`src/rtl/keccak_rho_pi_stream_if.sv`:
```
// Lane stream bundle for keccak_rho_pi_stream; in_last/err exist only with KECCAK_RHOPI_LAST_CHECK_EN.
// slave is the rho/pi unit's view, master is the neighbouring theta/chi side.
interface keccak_rho_pi_stream_if #(
    parameter int LANE_W = 64
);
    logic              in_valid;
    logic              in_ready;
    logic [LANE_W-1:0] in_data;
    logic              out_valid;
    logic              out_ready;
    logic [LANE_W-1:0] out_data;
    logic [4:0]        out_idx;
    logic              out_last;
`ifdef KECCAK_RHOPI_LAST_CHECK_EN
    logic              in_last;
    logic              err;

    modport slave (
        input  in_valid, in_data, in_last, out_ready,
        output in_ready, out_valid, out_data, out_idx, out_last, err
    );
    modport master (
        output in_valid, in_data, in_last, out_ready,
        input  in_ready, out_valid, out_data, out_idx, out_last, err
    );
`else
    modport slave (
        input  in_valid, in_data, out_ready,
        output in_ready, out_valid, out_data, out_idx, out_last
    );
    modport master (
        output in_valid, in_data, out_ready,
        input  in_ready, out_valid, out_data, out_idx, out_last
    );
`endif
endinterface

```
`src/rtl/keccak_rho_pi_stream.sv`:
```
// Keccak rho rotation + pi destination index, one lane per cycle; optional KECCAK_RHOPI_LAST_CHECK_EN frame-end check.
// Latency 1 cycle; in_ready = !out_valid || out_ready (forced low by flush), output held stable while stalled.
module keccak_rho_pi_stream #(
    parameter int LANE_W = 64
) (
    input  logic                   clk,
    input  logic                   rst,
    input  logic                   flush,
    keccak_rho_pi_stream_if.slave  bus,
    output logic [4:0]             lane_cnt
);
    localparam bit LANE_W_OK = (LANE_W == 1) || (LANE_W == 2) || (LANE_W == 4) || (LANE_W == 8) ||
                               (LANE_W == 16) || (LANE_W == 32) || (LANE_W == 64);

    generate
        if (!LANE_W_OK) begin : g_bad_lane_w
            $error("keccak_rho_pi_stream: LANE_W must be 1, 2, 4, 8, 16, 32 or 64");
        end
    endgenerate

    function automatic logic [5:0] rho_off(input logic [4:0] i);
        case (i)
            5'd0:  rho_off = 6'd0;
            5'd1:  rho_off = 6'd1;
            5'd2:  rho_off = 6'd62;
            5'd3:  rho_off = 6'd28;
            5'd4:  rho_off = 6'd27;
            5'd5:  rho_off = 6'd36;
            5'd6:  rho_off = 6'd44;
            5'd7:  rho_off = 6'd6;
            5'd8:  rho_off = 6'd55;
            5'd9:  rho_off = 6'd20;
            5'd10: rho_off = 6'd3;
            5'd11: rho_off = 6'd10;
            5'd12: rho_off = 6'd43;
            5'd13: rho_off = 6'd25;
            5'd14: rho_off = 6'd39;
            5'd15: rho_off = 6'd41;
            5'd16: rho_off = 6'd45;
            5'd17: rho_off = 6'd15;
            5'd18: rho_off = 6'd21;
            5'd19: rho_off = 6'd8;
            5'd20: rho_off = 6'd18;
            5'd21: rho_off = 6'd2;
            5'd22: rho_off = 6'd61;
            5'd23: rho_off = 6'd56;
            5'd24: rho_off = 6'd14;
            default: rho_off = 6'd0;
        endcase
    endfunction

    // 2x+3y tops out at 20, which the default maps to 0 correctly.
    function automatic logic [2:0] mod5(input logic [4:0] v);
        case (v)
            5'd0,  5'd5,  5'd10, 5'd15: mod5 = 3'd0;
            5'd1,  5'd6,  5'd11, 5'd16: mod5 = 3'd1;
            5'd2,  5'd7,  5'd12, 5'd17: mod5 = 3'd2;
            5'd3,  5'd8,  5'd13, 5'd18: mod5 = 3'd3;
            5'd4,  5'd9,  5'd14, 5'd19: mod5 = 3'd4;
            default:                    mod5 = 3'd0;
        endcase
    endfunction

    logic              out_valid_q;
    logic [LANE_W-1:0] out_data_q;
    logic [4:0]        out_idx_q;
    logic              out_last_q;
    logic [4:0]        cnt_q;

    logic              in_ready;
    logic              accept;
    logic [6:0]        rot_amt;
    logic [LANE_W-1:0] rot_data;
    logic [4:0]        px;
    logic [4:0]        py;
    logic [4:0]        psum;
    logic [2:0]        pyp;
    logic [4:0]        pidx;

    assign in_ready = !flush && (!out_valid_q || bus.out_ready);
    assign accept   = bus.in_valid && in_ready;

    // Lane widths are powers of two, so mod LANE_W is a mask.
    assign rot_amt  = 7'(rho_off(cnt_q)) & 7'(LANE_W - 1);
    assign rot_data = LANE_W'(({bus.in_data, bus.in_data} << rot_amt) >> LANE_W);

    always_comb begin
        py = 5'd0;
        if (cnt_q >= 5'd20)      py = 5'd4;
        else if (cnt_q >= 5'd15) py = 5'd3;
        else if (cnt_q >= 5'd10) py = 5'd2;
        else if (cnt_q >= 5'd5)  py = 5'd1;
        px   = cnt_q - ((py << 2) + py);
        psum = (px << 1) + (py << 1) + py;
        pyp  = mod5(psum);
        pidx = py + (5'(pyp) << 2) + 5'(pyp);
    end

    always_ff @(posedge clk) begin
        if (rst || flush) begin
            out_valid_q <= 1'b0;
            out_data_q  <= '0;
            out_idx_q   <= 5'd0;
            out_last_q  <= 1'b0;
            cnt_q       <= 5'd0;
        end else if (accept) begin
            out_valid_q <= 1'b1;
            out_data_q  <= rot_data;
            out_idx_q   <= pidx;
            out_last_q  <= (cnt_q == 5'd24);
            cnt_q       <= (cnt_q == 5'd24) ? 5'd0 : cnt_q + 5'd1;
        end else if (bus.out_ready) begin
            out_valid_q <= 1'b0;
        end
    end

`ifdef KECCAK_RHOPI_LAST_CHECK_EN
    logic err_q;

    always_ff @(posedge clk) begin
        if (rst || flush) begin
            err_q <= 1'b0;
        end else if (accept && (bus.in_last != (cnt_q == 5'd24))) begin
            err_q <= 1'b1;
        end
    end

    assign bus.err = err_q;
`endif

    assign bus.in_ready  = in_ready;
    assign bus.out_valid = out_valid_q;
    assign bus.out_data  = out_data_q;
    assign bus.out_idx   = out_idx_q;
    assign bus.out_last  = out_last_q;
    assign lane_cnt      = cnt_q;
endmodule

```
`src/flat_wrapper.sv`:
```
// flat-port wrapper written by rule: the top's interface ports become plain ports
module keccak_rho_pi_stream_flat 
#(
    parameter int LANE_W = 64
)
  (clk, rst, flush, lane_cnt, bus_in_valid, bus_in_data, bus_out_ready, bus_in_ready, bus_out_valid, bus_out_data, bus_out_idx, bus_out_last);
  keccak_rho_pi_stream_if #(.LANE_W(LANE_W)) bus_i ();
  input  logic clk;
  input  logic rst;
  input  logic flush;
  output logic [4:0] lane_cnt;
  input wire logic [$bits(bus_i.in_valid)-1:0] bus_in_valid;
  input wire logic [$bits(bus_i.in_data)-1:0] bus_in_data;
  input wire logic [$bits(bus_i.out_ready)-1:0] bus_out_ready;
  output wire logic [$bits(bus_i.in_ready)-1:0] bus_in_ready;
  output wire logic [$bits(bus_i.out_valid)-1:0] bus_out_valid;
  output wire logic [$bits(bus_i.out_data)-1:0] bus_out_data;
  output wire logic [$bits(bus_i.out_idx)-1:0] bus_out_idx;
  output wire logic [$bits(bus_i.out_last)-1:0] bus_out_last;
  assign bus_i.in_valid = bus_in_valid;
  assign bus_i.in_data = bus_in_data;
  assign bus_i.out_ready = bus_out_ready;
  assign bus_in_ready = bus_i.in_ready;
  assign bus_out_valid = bus_i.out_valid;
  assign bus_out_data = bus_i.out_data;
  assign bus_out_idx = bus_i.out_idx;
  assign bus_out_last = bus_i.out_last;
  keccak_rho_pi_stream #(.LANE_W(LANE_W)) u_core (.clk(clk), .rst(rst), .flush(flush), .bus(bus_i), .lane_cnt(lane_cnt));
endmodule
```
`config.mk`:
```
export PLATFORM = sky130hd
export DESIGN_NAME = keccak_rho_pi_stream_flat
export DESIGN_NICKNAME = d
export VERILOG_FILES = /design/src/rtl/keccak_rho_pi_stream_if.sv /design/src/rtl/keccak_rho_pi_stream.sv /design/src/flat_wrapper.sv
export SDC_FILE = /design/constraint.sdc
export NUM_CORES = 1
export LEC_CHECK = 0
export CAP_MARGIN = 10
export CORE_MARGIN = 2
export CORE_UTILIZATION = 46
export CTS_BUF_LIST = sky130_fd_sc_hd__clkbuf_8
export CTS_CLUSTER_DIAMETER = 60
export CTS_CLUSTER_SIZE = 40
export DETAILED_ROUTE_END_ITERATION = 8
export PLACE_DENSITY = 0.72
export SETUP_SLACK_MARGIN = 0.02
export SYNTH_ARGS = -nofsm -noshare
export SYNTH_HDL_FRONTEND = slang
export SYNTH_SLANG_ARGS = --single-unit
```
`constraint.sdc`:
```
create_clock -name clk -period 8 [get_ports clk]
set_clock_uncertainty 0.1 [all_clocks]
set_input_delay 0.8 -clock clk [delete_from_list [all_inputs] [get_ports clk]]
set_output_delay 0.8 -clock clk [all_outputs]
set_load 0.005 [all_outputs]
```
# [Yosys cells after proc, flatten, opt, wreduce, memory -nomap -nowiden]
# Memory sizes are Yosys's and may differ from the RTL's. A register that Yosys moved wholly into a read port is not among the register bits.
# Cells that the tools add are included.
[classes] n_addsub=7 order_cmp=4 eq_ne=1 shift=1 n_mux=9 n_reduce_logical=7
[ops] cell="128-bit by 6-bit << shifter with 128-bit output" count=1
[ops] cell="5-bit two-way mux" count=3
[ops] cell="5-bit by 3-bit adder with 5-bit output" count=2
[ops] cell="5-bit by 4-bit >= comparator with 1-bit output (second input constant)" count=2
[ops] cell="3-bit by 5-bit adder with 5-bit output" count=1
[ops] cell="5-bit by 1-bit adder with 5-bit output (second input constant)" count=1
[ops] cell="5-bit by 4-bit adder with 5-bit output" count=1
[ops] cell="5-bit equality test (second input constant)" count=1
[ops] cell="5-bit by 3-bit >= comparator with 1-bit output (second input constant)" count=1
[ops] cell="5-bit >= comparator (second input constant)" count=1
[ops] cell="4-bit by 3-bit adder with 4-bit output" count=1
[ops] cell="2-bit two-way mux" count=2
[ops] cell="4-bit subtractor" count=1
[ops] cell="1-bit two-way mux" count=3
[ops] cell="3-bit two-way mux" count=1
[ops] cell="1-bit logical AND" count=2
[ops] cell="1-bit zero test" count=2
[ops] cell="1-bit logical OR" count=2
[ops] cell="2-bit nonzero test" count=1
[word_totals] regBits=76 mem_bits_ro=288 inputBits=69 mem_count=2
[mem_list] name="(name not given)" words=32 word_bits=6 rd=1 rd_ports_with_merged_regs=1 write_ports=0 line_no="keccak_rho_pi_stream.sv:22" text="case (i)"
[mem_list] name="(name not given)" words=32 word_bits=3 rd=1 rd_ports_with_merged_regs=0 write_ports=0 line_no="keccak_rho_pi_stream.sv:54" text="case (v)"

# [Longest topological paths before layout]
# An unclocked memory read counts as a cell.
[logic_depth] word_depth=12 ltp_mapped=31

# [Worst setup path after synthesis]
# No wires, ideal clock.
[synth_path] kind="register -> register" from="register u_core.cnt_q[1] (netlist: u_core.lane_cnt[1])" to="register u_core.out_idx_q[4] (netlist: u_core.bus.out_idx[4])" setup_time_ns=0.079 t_arrival_ns=6.321 t_required_ns=7.821 path_slack_ns=1.500 path_stages_with_launch=32 synth_period_minus_slack_ns=6.500 cell_sequence="dfxtp_1 > ha_1 > and3_2 > ha_1 > nor2_1 > o41ai_2 > or2_2 > nand2_1 > inv_1 > ha_1 > inv_1 > ha_1 > nor2_1 > fa_1 > inv_1 > ha_1 > ha_1 > fa_1 > xnor2_1 > xnor2_1 > xnor2_1 > xnor3_2 > xor2_1 > o21ai_0 > o21ai_0 > fa_1 > inv_1 > ha_1 > a21o_1 > a21oi_1 > xnor2_2 > a211oi_2"
[synth_between] elab_chain_len=12 word_cells_on_any_way=15 classes_between="add/sub: 6; order compare: 4; mux: 4; memory: 1"
[synth_rtl] element="from (decl)" line_no="keccak_rho_pi_stream.sv:68" text="logic [4:0] cnt_q;"
[synth_rtl] element="from (signal assigned)" line_no="keccak_rho_pi_stream.sv:111" text="cnt_q <= (cnt_q == 5'd24) ? 5'd0 : cnt_q + 5'd1;"
[synth_rtl] element="5-bit by 3-bit >= comparator with 1-bit output" line_no="keccak_rho_pi_stream.sv:92" text="else if (cnt_q >= 5'd5) py = 5'd1;"
[synth_rtl] element="1-bit two-way mux" line_no="keccak_rho_pi_stream.sv:92"
[synth_rtl] element="2-bit two-way mux" line_no="keccak_rho_pi_stream.sv:91" text="else if (cnt_q >= 5'd10) py = 5'd2;"
[synth_rtl] element="2-bit two-way mux" line_no="keccak_rho_pi_stream.sv:90" text="else if (cnt_q >= 5'd15) py = 5'd3;"
[synth_rtl] element="3-bit two-way mux" line_no="keccak_rho_pi_stream.sv:89" text="if (cnt_q >= 5'd20) py = 5'd4;"
[synth_rtl] element="4-bit by 3-bit adder with 4-bit output" line_no="keccak_rho_pi_stream.sv:93" text="px = cnt_q - ((py << 2) + py);"
[synth_rtl] element="4-bit subtractor" line_no="keccak_rho_pi_stream.sv:93"
[synth_rtl] element="5-bit by 4-bit adder with 5-bit output" line_no="keccak_rho_pi_stream.sv:94" text="psum = (px << 1) + (py << 1) + py;"
[synth_rtl] element="5-bit by 3-bit adder with 5-bit output" line_no="keccak_rho_pi_stream.sv:94"
[synth_rtl] element="memory 32 x 3 bit"
[synth_rtl] element="3-bit by 5-bit adder with 5-bit output" line_no="keccak_rho_pi_stream.sv:96" text="pidx = py + (5'(pyp) << 2) + 5'(pyp);"
[synth_rtl] element="5-bit by 3-bit adder with 5-bit output *" line_no="keccak_rho_pi_stream.sv:96"
[synth_rtl] element="to (signal assigned)" line_no="keccak_rho_pi_stream.sv:109" text="out_idx_q <= pidx;"
[synth_rtl] element="to (decl)" line_no="keccak_rho_pi_stream.sv:66" text="logic [4:0] out_idx_q;"
# Mark *: on every way between the ends. The rest lies on a longest branch, timed or not.
# A chain may end at the register's enable or synchronous reset.

# [Worst setup path in the final report]
# Same ends and word-level chain as after synthesis.

==> metrics.json <==
{
  "flow_run": {
    "cap_viol_max_count": 0
  },
  "synth": {
    "area_fraction_in_and_or_nand_and_nor_cells_after_synthesis_pct": 12.1,
    "synthArstFlopShare_pct": 0,
    "synth_area_leader_cell": "sky130_fd_sc_hd__dfxtp_1",
    "synth_top_area_share_pct": 21.5,
    "post_synthesis_cell_count": 874,
    "synthTopCellsByArea": "sky130_fd_sc_hd__dfxtp_1 (22%), sky130_fd_sc_hd__mux2i_1 (15%), sky130_fd_sc_hd__mux2_2 (13%), sky130_fd_sc_hd__o221ai_1 (7.3%), sky130_fd_sc_hd__a221oi_1 (5.3%)",
    "synth.lib_cells_used.distinct": 62,
    "synth_xor_area_share_pct": 1.56,
    "ys.warnings.count": 0,
    "synthesis.area_um2": 7630,
    "synth_compound_area_share_pct": 24.5,
    "synth.ff_latch_count": 82,
    "synth_nets": 976,
    "syn_avg_cell_area_um2": 8.73,
    "yosys.area_share.adder_pct": 5.90,
    "muxShareOfSynthArea_pct": 28.1,
    "post_synth_edffs": 0,
    "main_combinational_cell_family_by_area_after_synthesis": "multiplexers",
    "ys_seq_area_share_pct": 21.5,
    "ys_dominant_reg_cell": "sky130_fd_sc_hd__dfxtp_1"
  },
  "worst_hold_path": {
    "hold_depth": 2,
    "hold_path_class": "flip-flop to flip-flop"
  },
  "floorplan": {
    "boundaryPins": 146,
    "die_h_um": 133,
    "core_region_area_um2": 16400,
    "placement_rows": 47,
    "die_width_um": 133,
    "starting_utilization_of_the_core_area_pct": 46.5,
    "floorplan.die_area_um2": 17600
  },
  "grt": {
    "globalRouteOverflowTotal": 0,
    "antenna_found_initial": 0,
    "vias_in_the_first_global_route": 6851,
    "grt_first_pass_wirelength_mm": 37.6,
    "maximum_number_of_pins_on_one_net_before_global_route_repair": 75,
    "grt.total_usage_pct": 26.3
  },
  "sta": {
    "setup_viol": 0,
    "report.final.slew_viol_count": 0,
    "worst_pin_slew_ns": 1.11,
    "slew-limit-headroom_pct": 26.1,
    "timing.final.hold_violations": 0,
    "max_freq_mhz": 142,
    "finalWorstPathRequiredPeriod_ns": 7.06,
    "rsz_0062_raised_after_global_routing": "false",
    "timing.setup.tns_ns": 0,
    "fin_crit_sh_pct": 88.2
  },
  "power_and_ir_drop": {
    "power.density_nw_per_um2": 109,
    "vdd_drop_max_v": 0.0000854,
    "static_leakage_uw": 0.00307
  },
  "detailed_routing": {
    "detail_route.drc_violations": 0,
    "antenna_violating_nets_remaining": 0,
    "drt_iter0_drc": 1066,
    "first_pass_iters": 5,
    "total_number_of_vias": 7534,
    "routed_via_density": 6.40,
    "drt-wirelength-per-cell_um": 20.3,
    "totalWireLength_mm": 23.9
  },
  "clock_network": {
    "clockBufferDepth": 2,
    "cts_sinks": 82,
    "clock_latency_ns": 0.37,
    "clk_transition_reported_paths_ns": 0.09,
    "cts_resized": 0,
    "clock_root_cell": "sky130_fd_sc_hd__clkbuf_8",
    "cts_buffer_count": 9,
    "post_cts_hold_buffer_count": 0,
    "ctsHtreeMaxLevel": 3,
    "setup_buffers_after_cts": 0,
    "tritoncts": "built"
  },
  "setup_path": {
    "worst_ep_required_time_ns": 8.20,
    "end_kind": "flip-flop",
    "timing.critical_path.arrival_ns": 7.25,
    "critPathKind": "flip-flop to flip-flop",
    "critical_path.slowest_cell": "sky130_fd_sc_hd__fa_1",
    "crit_path_frequent_cell": "sky130_fd_sc_hd__ha_1",
    "crit_fanout": 13,
    "startpoint_type": "flip-flop",
    "timing.critical_path.slowest_cell_delay_ns": 0.49,
    "timing.reg2reg.worst_path_depth": 31
  },
  "placed_design": {
    "port-buffer-count": 145,
    "place.gp.congestion": 1.02,
    "hpwlAfterDp_mm": 17.4
  },
  "layout": {
    "share_of_layout_cells_above_drive_strength_1_pct": 14.9,
    "most_common_cell_after_layout_fill_and_taps_aside": "sky130_fd_sc_hd__clkdlybuf4s50_1",
    "final_nets": 1055,
    "syn2layout_area_growth_pct": 21.7,
    "antenna-diode-count": 0,
    "final_cell_mix": "sky130_fd_sc_hd__clkdlybuf4s50_1 (145), sky130_fd_sc_hd__mux2i_1 (113), sky130_fd_sc_hd__mux2_2 (89)",
    "finish.utilization_pct": 56.6
  },
  "outcome": {
    "status": "complete, no violations"
  }
}
==> path summary, 6_finish.rpt <==
path,start,endpoint,slack (ns)
setup / recovery,u_core.lane_cnt[1],u_core.bus.out_idx[4],0.94
hold / removal,u_core.bus.out_last,u_core.bus.out_last,0.37
setup reg to reg,u_core.lane_cnt[1],u_core.bus.out_idx[4],0.94
hold reg to reg,u_core.bus.out_last,u_core.bus.out_last,0.37
==> routing by layer <==
layer	share of wire, %	vias up	global-route usage, %	wire length [µm]
met5	0	-	0	0
met4	2.5	0	8.00	585
met3	9.3	47	5.94	2210
met2	40	392	36.2	9520
met1	48	3533	40.2	11500
li1	-	3562	-	-
==> where the power goes <==
part | switching, µW | total [µW] | internal (µW)
Clock | 153 | 357 | 204
Sequential | 8.01 | 424 | 416
Combinational | 126 | 235 | 110
Total | 286 | 1020 | 730
==> flip-flops by register name, indices dropped and copies added (netlist names) <==
name                  flops
u_core.bus.out_data      64
u_core.rot_amt            6
u_core.bus.out_idx        5
u_core.lane_cnt           5
u_core.bus.out_last       1
u_core.bus.out_valid      1
==> cells in the mapped netlist (2+ instances only) <==
master and n:
sky130_fd_sc_hd__mux2i_1 113, sky130_fd_sc_hd__nand2_1 55, sky130_fd_sc_hd__inv_1 19, sky130_fd_sc_hd__buf_2 9, sky130_fd_sc_hd__buf_1 9, sky130_fd_sc_hd__buf_6 7, sky130_fd_sc_hd__a221oi_2 2, sky130_fd_sc_hd__clkbuf_1 56
sky130_fd_sc_hd__or3_1 3, sky130_fd_sc_hd__xnor2_1 6, sky130_fd_sc_hd__nand3_1 70, sky130_fd_sc_hd__a21o_1 2, sky130_fd_sc_hd__a311o_1 2, sky130_fd_sc_hd__a221oi_1 46, sky130_fd_sc_hd__mux2_2 89, sky130_fd_sc_hd__dfxtp_1 82
sky130_fd_sc_hd__a22o_1 16, sky130_fd_sc_hd__or2_2 3, sky130_fd_sc_hd__a211oi_1 17, sky130_fd_sc_hd__inv_2 2, sky130_fd_sc_hd__o31ai_1 3, sky130_fd_sc_hd__o22ai_1 16, sky130_fd_sc_hd__a211oi_2 2, sky130_fd_sc_hd__nor2_1 42
sky130_fd_sc_hd__a21oi_1 13, sky130_fd_sc_hd__nand2b_1 4, sky130_fd_sc_hd__xor2_1 3, sky130_fd_sc_hd__o21ai_0 43, sky130_fd_sc_hd__nor2b_1 2, sky130_fd_sc_hd__nor3_2 2, sky130_fd_sc_hd__o221ai_1 64, sky130_fd_sc_hd__o211ai_1 3
sky130_fd_sc_hd__buf_4 3, sky130_fd_sc_hd__nor3_1 6, sky130_fd_sc_hd__fa_1 5, sky130_fd_sc_hd__and2_1 2, sky130_fd_sc_hd__ha_1 28
==> final cells by class <==
cell class | instances | area (µm²)
well taps | 220 | 275
flip-flops and latches | 82 | 1650
repair buffers | 153 | 1510
clock inverters | 7 | 108
multi-input cells | 685 | 5540
clock buffers | 9 | 124
fillers | 1451 | 7120
inverters | 22 | 83.8
==> logic make-up (layout without fill, tap and decap cells) <==
group / count (synthesis) / in the layout
AO/OA/AOI/OAI: 242 / 242
XOR/XNOR: 11 / 11
adder cells (fa/ha/maj): 33 / 33
buffers and inverters: 107 / 191
flip-flops: 82 / 82
multiplexers: 203 / 203
AND/OR/NAND/NOR: 196 / 196
==> through the flow <==
step                std cells  total power [µW]  instance area (µm²)  worst slack (ns)  hold slack [ns]
finish                   1178              1020                 9290             0.944            0.366
global route             1178              1050                 9290             0.456            0.406
CTS                      1178              1020                 9290             0.909            0.371
detailed placement       1162               662                 9060             0.938            0.355
global placement         1162               661                 9060              1.08            0.345
floorplan                 874               561                 7630              1.50            0.353
==> critical path, delay by kind of cell (launching register included) <==
family / cells / cell delay (ns)
flops: 1 / 0.46
xor+xnor: 6 / 1.11
fa+ha+maj: 10 / 2.99
buf+inv: 4 / 0.34
simple gates: 5 / 0.95
compound gates: 6 / 1.05
(Power assumes the default switching activity.)
